`src/rtl/sub_bytes_seq.sv`:
```
// rtl/sub_bytes_seq.sv - byte-serial AES SubBytes using one external combinational sbox
module sub_bytes_seq #(
    parameter int NUM_BYTES = 16
) (
    input  logic                   clk,
    input  logic                   rst_n,
    input  logic                   in_valid,
    output logic                   in_ready,
    input  logic [8*NUM_BYTES-1:0] in_data,
    output logic [7:0]             sbox_data_in,
    input  logic [7:0]             sbox_data_out,
    output logic                   out_valid,
    input  logic                   out_ready,
    output logic [8*NUM_BYTES-1:0] out_data,
    output logic                   busy
);

    // One extra counter bit keeps the post-terminal value distinct from byte 0.
    localparam int CW = $clog2(NUM_BYTES) + 1;
    localparam logic [CW-1:0] LAST = CW'(NUM_BYTES - 1);

    typedef enum logic [1:0] {
        IDLE = 2'd0,
        RUN  = 2'd1,
        DONE = 2'd2
    } state_t;

    state_t                   state;
    logic [CW-1:0]            cnt;
    logic [8*NUM_BYTES-1:0]   cap;

    // Present the captured byte selected by cnt to the sbox while running; zero otherwise.
    always_comb begin
        sbox_data_in = 8'h00;
        if (state == RUN) begin
            for (int i = 0; i < NUM_BYTES; i++) begin
                if (cnt == i[CW-1:0]) begin
                    sbox_data_in = cap[8*NUM_BYTES-1-8*i -: 8];
                end
            end
        end
    end

    // Control FSM: capture block, substitute one byte per cycle, hold result until taken.
    always_ff @(posedge clk or negedge rst_n) begin
        if (!rst_n) begin
            state     <= IDLE;
            cnt       <= '0;
            cap       <= '0;
            out_data  <= '0;
            out_valid <= 1'b0;
            busy      <= 1'b0;
            in_ready  <= 1'b1;
        end else begin
            case (state)
                IDLE: begin
                    // in_ready is high throughout IDLE, so in_valid alone completes the handshake.
                    if (in_valid) begin
                        cap      <= in_data;
                        cnt      <= '0;
                        state    <= RUN;
                        busy     <= 1'b1;
                        in_ready <= 1'b0;
                    end
                end
                RUN: begin
                    for (int i = 0; i < NUM_BYTES; i++) begin
                        if (cnt == i[CW-1:0]) begin
                            out_data[8*NUM_BYTES-1-8*i -: 8] <= sbox_data_out;
                        end
                    end
                    cnt <= cnt + 1'b1;
                    if (cnt == LAST) begin
                        state     <= DONE;
                        busy      <= 1'b0;
                        out_valid <= 1'b1;
                    end
                end
                DONE: begin
                    if (out_ready) begin
                        state     <= IDLE;
                        out_valid <= 1'b0;
                        in_ready  <= 1'b1;
                    end
                end
                default: begin
                    state     <= IDLE;
                    cnt       <= '0;
                    out_valid <= 1'b0;
                    busy      <= 1'b0;
                    in_ready  <= 1'b1;
                end
            endcase
        end
    end

endmodule

```
`config.mk`:
```
export PLATFORM = sky130hd
export DESIGN_NAME = sub_bytes_seq
export DESIGN_NICKNAME = d
export VERILOG_FILES = /design/src/rtl/sub_bytes_seq.sv
export SDC_FILE = /design/constraint.sdc
export NUM_CORES = 1
export LEC_CHECK = 0
export ABC_AREA = 1
export BUFFER_PORTS_ARGS = -buffer_cell sky130_fd_sc_hd__buf_2
export CAP_MARGIN = 5
export CORE_UTILIZATION = 48
export CTS_CLUSTER_DIAMETER = 80
export CTS_CLUSTER_SIZE = 20
export DETAILED_ROUTE_END_ITERATION = 8
export PLACE_DENSITY_LB_ADDON = 0.12
export SLEW_MARGIN = 20
export SYNTH_ARGS = -nofsm -noshare
export SYNTH_HDL_FRONTEND = slang
export SYNTH_SLANG_ARGS = --single-unit
```
`constraint.sdc`:
```
create_clock -name clk -period 2.3 [get_ports clk]
set_clock_uncertainty 0.1 [all_clocks]
set_input_delay 0.115 -clock clk [delete_from_list [all_inputs] [get_ports clk]]
set_output_delay 0.115 -clock clk [all_outputs]
set_load 0.01 [all_outputs]
```
After elaboration in Yosys (flattened, before gate mapping)
Cells that the tools add are included.
Storage, ports and cells
  register bits: 266
  input bits: 140
  output and inout bits: 139
  logic and storage cells: 102
Operators by class
  $add $sub $neg: 1
  equal/unequal tests: 20
  muxes and demuxes: 32
  bitwise gates (word level): 3
  reductions and logical operators: 24
Operators by type and width (count)
  8-bit two-way mux: 17
  5-bit by 4-bit equality test with 1-bit output (second input constant): 8
  2-bit AND reduction: 18
  5-bit by 3-bit equality test with 1-bit output (second input constant): 4
  5-bit case mux with 3 select lines: 1
  3-bit AND reduction: 4
  5-bit by 2-bit equality test with 1-bit output (second input constant): 2
  1-bit case mux with 3 select lines: 3
  1-bit two-way mux: 6
  2-bit two-way mux: 3
  2-bit case mux with 3 select lines: 1
  5-bit by 1-bit adder with 5-bit output (second input constant): 1
  5-bit by 1-bit equality test with 1-bit output (second input constant): 1
  5-bit logical NOT: 1
  5-bit two-way mux: 1
  2-bit inequality test (second input constant): 2
  1-bit NOT: 3
  2-bit by 1-bit equality test with 1-bit output (second input constant): 1
  2-bit equality test (second input constant): 1
  2-bit logical NOT: 1
  2-bit by 1-bit inequality test with 1-bit output (second input constant): 1

Depth between registers and ports, before layout
  word-level depth: 18
  gate-level depth with buffers: 23
  gate-level depth less buffers: 22

Worst setup path before layout
Ideal clock, no wire load.
  path type: reg2out
  start point: reg cnt[0]
  end point: out sbox_data_in[5]
  arrival time: 2.015 ns
  data required time: 2.085 ns
  setup slack: 0.070 ns
  stages on the path, launching flop included: 20
  buffers on the path: 1
  path through: dfrtp_1 inv_1 ha_1 inv_1 nor2_1 inv_2 nor2_8 inv_2 buf_6 or2_0 nand3_1 nand3_1 nand2_1 nand3_1 nand3_1 nand2_1 nand2_1 nand2_1 nand2_1 nand2_1
Between the ends
  cells in the longest elaborated chain, start to end: 18
  elaborated cells between the ends (all ways): 33
  classes of those cells: eq/ne: 15; mux: 17; reduce/logical: 1
RTL lines
  from (decl): RTL line 29  | logic [CW-1:0] cnt;
  from (signal assigned): RTL line 72  | cnt <= cnt + 1'b1;
  5-bit logical NOT: RTL line 37  | if (cnt == i[CW-1:0]) begin
  8-bit two-way mux (15 in a row): RTL line 37
  8-bit two-way mux *: RTL line 37
  8-bit two-way mux *: RTL line 35  | if (state == RUN) begin
  to (decl): RTL line 10  | output logic [7:0] sbox_data_in,
Every way passes the cells marked *; elsewhere a longest branch is shown, timed or not.

Worst setup path in the final report
  start point: reg cnt[0]
  end point: out sbox_data_in[4]
The elaborated chain is that of the path after synthesis.

==> flow_summary.ini <==
[global_routing]
overflow = 0
grt_pass1_vias = 10500
grt_use_total_pct = 28.3
grt_pass1_wl_um = 54100
antenna_found_initial = 1
grt_max_degree = 130

[timing]
rsz0062_at_grt = true
max_slew_margin_pct = 56.9
hold_viol_final = 0
fin_ws_ns = -0.738
finalCriticalPeriod_ns = 3.04
worst_pin_slew_ns = 0.645
finalSetupViolations = 8
fmax_mhz = 329
finalCritPeriodShare_pct = 132
fin_setup_tns_ns = -5.46
slew_viol_final = 0

[clock_tree]
clock_latency_ns = 0.50
clock_path_buffers = 3
h-tree-depth = 1
cts_tree = built
root_buffer = clkbuf_16
cts.sinks = 266
cts_buffers = 17
clk_pin_slew_ns = 0.09

[finish]
drive_gt1_share_pct = 24.2
fin_nets = 2002
area_delta_synth_final_pct = 36.4
fillCellCount = 1958
post-route-util_pct = 66.7
fin_area_um2 = 15700

[pwr]
leakagePower_nw = 8.51
peakVddDrop_mv = 0.860
p_total_mw = 20.7
powerDensity_nw_per_um2 = 1320

[drt]
first_iter_violations = 685
ant_nets = 0
wl_per_cell_um = 15.7
first_pass_iters = 5
viasPerCell = 4.88
wirelength_um = 34200
vias = 10700
drc = 0

[status]
violations = setup timing
status = finished, violations left

[yosys]
synth_seq_cells = 266
synth_cells = 1421
synth_cell_types = 28
ys_seq_area_share_pct = 58.0
syn_avg_cell_area_um2 = 8.08
synth_warnings = 0
syn-cell-area_um2 = 11500
syn_nets = 1566

[die]
die_y_um = 157
core_area_um2 = 23500
start_util_pct = 48.9
die_x_um = 157
die-area_um2 = 24500
rows = 56
boundaryPins = 279

[critical_path]
start_kind = flip-flop
r2r-end = out_data[74]
cp.arrival_ns = 2.82
cp_max_fo = 10
cp-end-kind = output pin
reg2reg_from = cnt[0]
crit_type = flip-flop to output pin
regToRegSetupSlack_ns = 0.17
required_ns = 2.09
r2r_cells = 12

[flow_run]
drv_cap = 0

[placed_design]
dpl_cell_area_um2 = 13600
place_congestion = 0.878
dp_hpwl_um = 22700
port_buffers = 278

[min_path]
hp-class = primary input to asynchronous set/reset pin
cell usage after synthesis (all sizes together):
master	count	share of area, %
a211oi	1	0.065
a21oi	3	0.13
buf	7	0.47
clkbuf	56	1.8
clkinv	3	0.098
dfrtp	265	58
dfstp	1	0.23
ha	5	0.54
inv	98	3.2
nand2	721	24
nand3	47	2.0
nand3b	1	0.065
nand4	3	0.16
nor2	23	1.4
nor3	2	0.087
o21ai	163	7.1
o22ai	3	0.16
or2	19	1.0
worst max-delay path, stage by stage (launching register included):
cell and delay, ns:
dfrtp_2 0.46, inv_4 0.09, ha_4 0.13, inv_2 0.04
nor2_4 0.17, buf_6 0.14, inv_4 0.04, nor2_8 0.13
inv_6 0.06, or2_0 0.23, nand3_1 0.09, nand3_1 0.09
nand2_1 0.07, nand3_1 0.07, nand3_1 0.11, nand2_1 0.06
nand2_1 0.05, nand2_1 0.04, nand2_1 0.07, nand2_1 0.05
buf_2 0.13
cells by family (layout without fill, tap and decap cells):
group                      Yosys count  after routing  share of synthesized area (%)
AOI/OAI and AO/OA                  170            170                           7.46
buffers and inverters              164            605                           5.60
and+or+nand+nor                    816            817                           28.4
adders and majority gates            5              5                          0.545
other                                0              1                              0
DFF                                266            266                           58.0
sequential cells by signal (all words and copies together), names as in the netlist:
signal     count
out_valid      1
busy           1
state          2
cap          128
in_ready       1
cnt            5
out_data     128
area by class of cell:
type | count | area, um^2 | area share, %
antenna | 1 | 2.50 | 0.0160
multi-input combinational | 992 | 4390 | 28.0
inverter | 101 | 397 | 2.53
tap | 319 | 399 | 2.55
clock inverter | 1 | 11.3 | 0.0719
timing repair buffer | 479 | 3330 | 21.3
clock buffer | 24 | 472 | 3.01
sequential | 266 | 6660 | 42.5
cell usage in the layout, fill, tap and decap left out, types with 2 or more instances in the layout:
master / netlist / final
or2_1: 2 / 4
a21oi_1: 3 / 3
dfrtp_1: 265 / 262
buf_6: 3 / 4
nor3_1: 2 / 2
o21ai_1: 4 / 7
or2_2: 10 / 9
dlygate4sd3_1: 0 / 131
inv_4: 0 / 3
nand2_1: 719 / 704
nand3_2: 0 / 14
or2_0: 7 / 5
ha_1: 5 / 3
ha_4: 0 / 2
buf_2: 4 / 277
clkbuf_16: 0 / 17
dfrtp_2: 0 / 3
nor2_2: 3 / 3
o22ai_1: 3 / 3
buf_12: 0 / 6
nand3_1: 47 / 33
nor2_1: 13 / 8
clkbuf_1: 56 / 5
inv_2: 10 / 11
o21ai_0: 159 / 153
nand4_1: 3 / 3
o21ai_2: 0 / 3
buf_4: 0 / 60
nor2_4: 6 / 11
nand2_2: 1 / 14
clkbuf_8: 0 / 2
nand2_4: 1 / 4
inv_1: 88 / 83
what timing repair did:
item / 4_1_cts / 5_1_grt
resized for setup: 22 / 52
setup endpoints to repair: 8 / 24
gates cloned: 1 / 0
hold buffers: 131 / 0
buffers inserted: 5 / 2
hold endpoints to repair: 396 / 0
pin swaps: 6 / 19
power by group:
group | leakage (nW) | switching (mW) | internal, mW
combinational | 5.04 | 5.56 | 3.75
clock | 0.236 | 1.59 | 1.44
sequential | 3.23 | 1.39 | 6.95
total | 8.51 | 8.54 | 12.1
metal layers:
| layer | GRT usage [%] | routed length, um | vias to the layer above |
|---|---|---|---|
| met4 | 7.98 | 757 | 0 |
| met2 | 46.7 | 16100 | 337 |
| met3 | 7.12 | 2720 | 58 |
| met5 | 0 | 0 | - |
| met1 | 37.0 | 14700 | 5018 |
| li1 | - | - | 5240 |
worst max path at each step:
stage,from,end,slack (ns)
6_report,cnt[0],sbox_data_in[4],-0.74
5_1_grt,cnt[0],sbox_data_in[7],-0.91
4_1_cts,cnt[0],sbox_data_in[7],-0.74
3_5_place_dp,cnt[0],sbox_data_in[7],-0.35
3_3_place_gp,cnt[1],sbox_data_in[3],-0.28
2_1_floorplan,cnt[0],sbox_data_in[5],0.07
through the flow:
stage / hold WS [ns] / setup WS [ns] / cells
finish: 0.0288 / -0.738 / 2183
global route: 0.0495 / -0.911 / 2183
CTS: 0.0348 / -0.745 / 2180
detailed placement: -0.0363 / -0.346 / 2018
global placement: -0.0378 / -0.284 / 2018
floorplan: -0.281 / 0.0696 / 1421
Note: power is estimated with default switching activity, not from simulation.
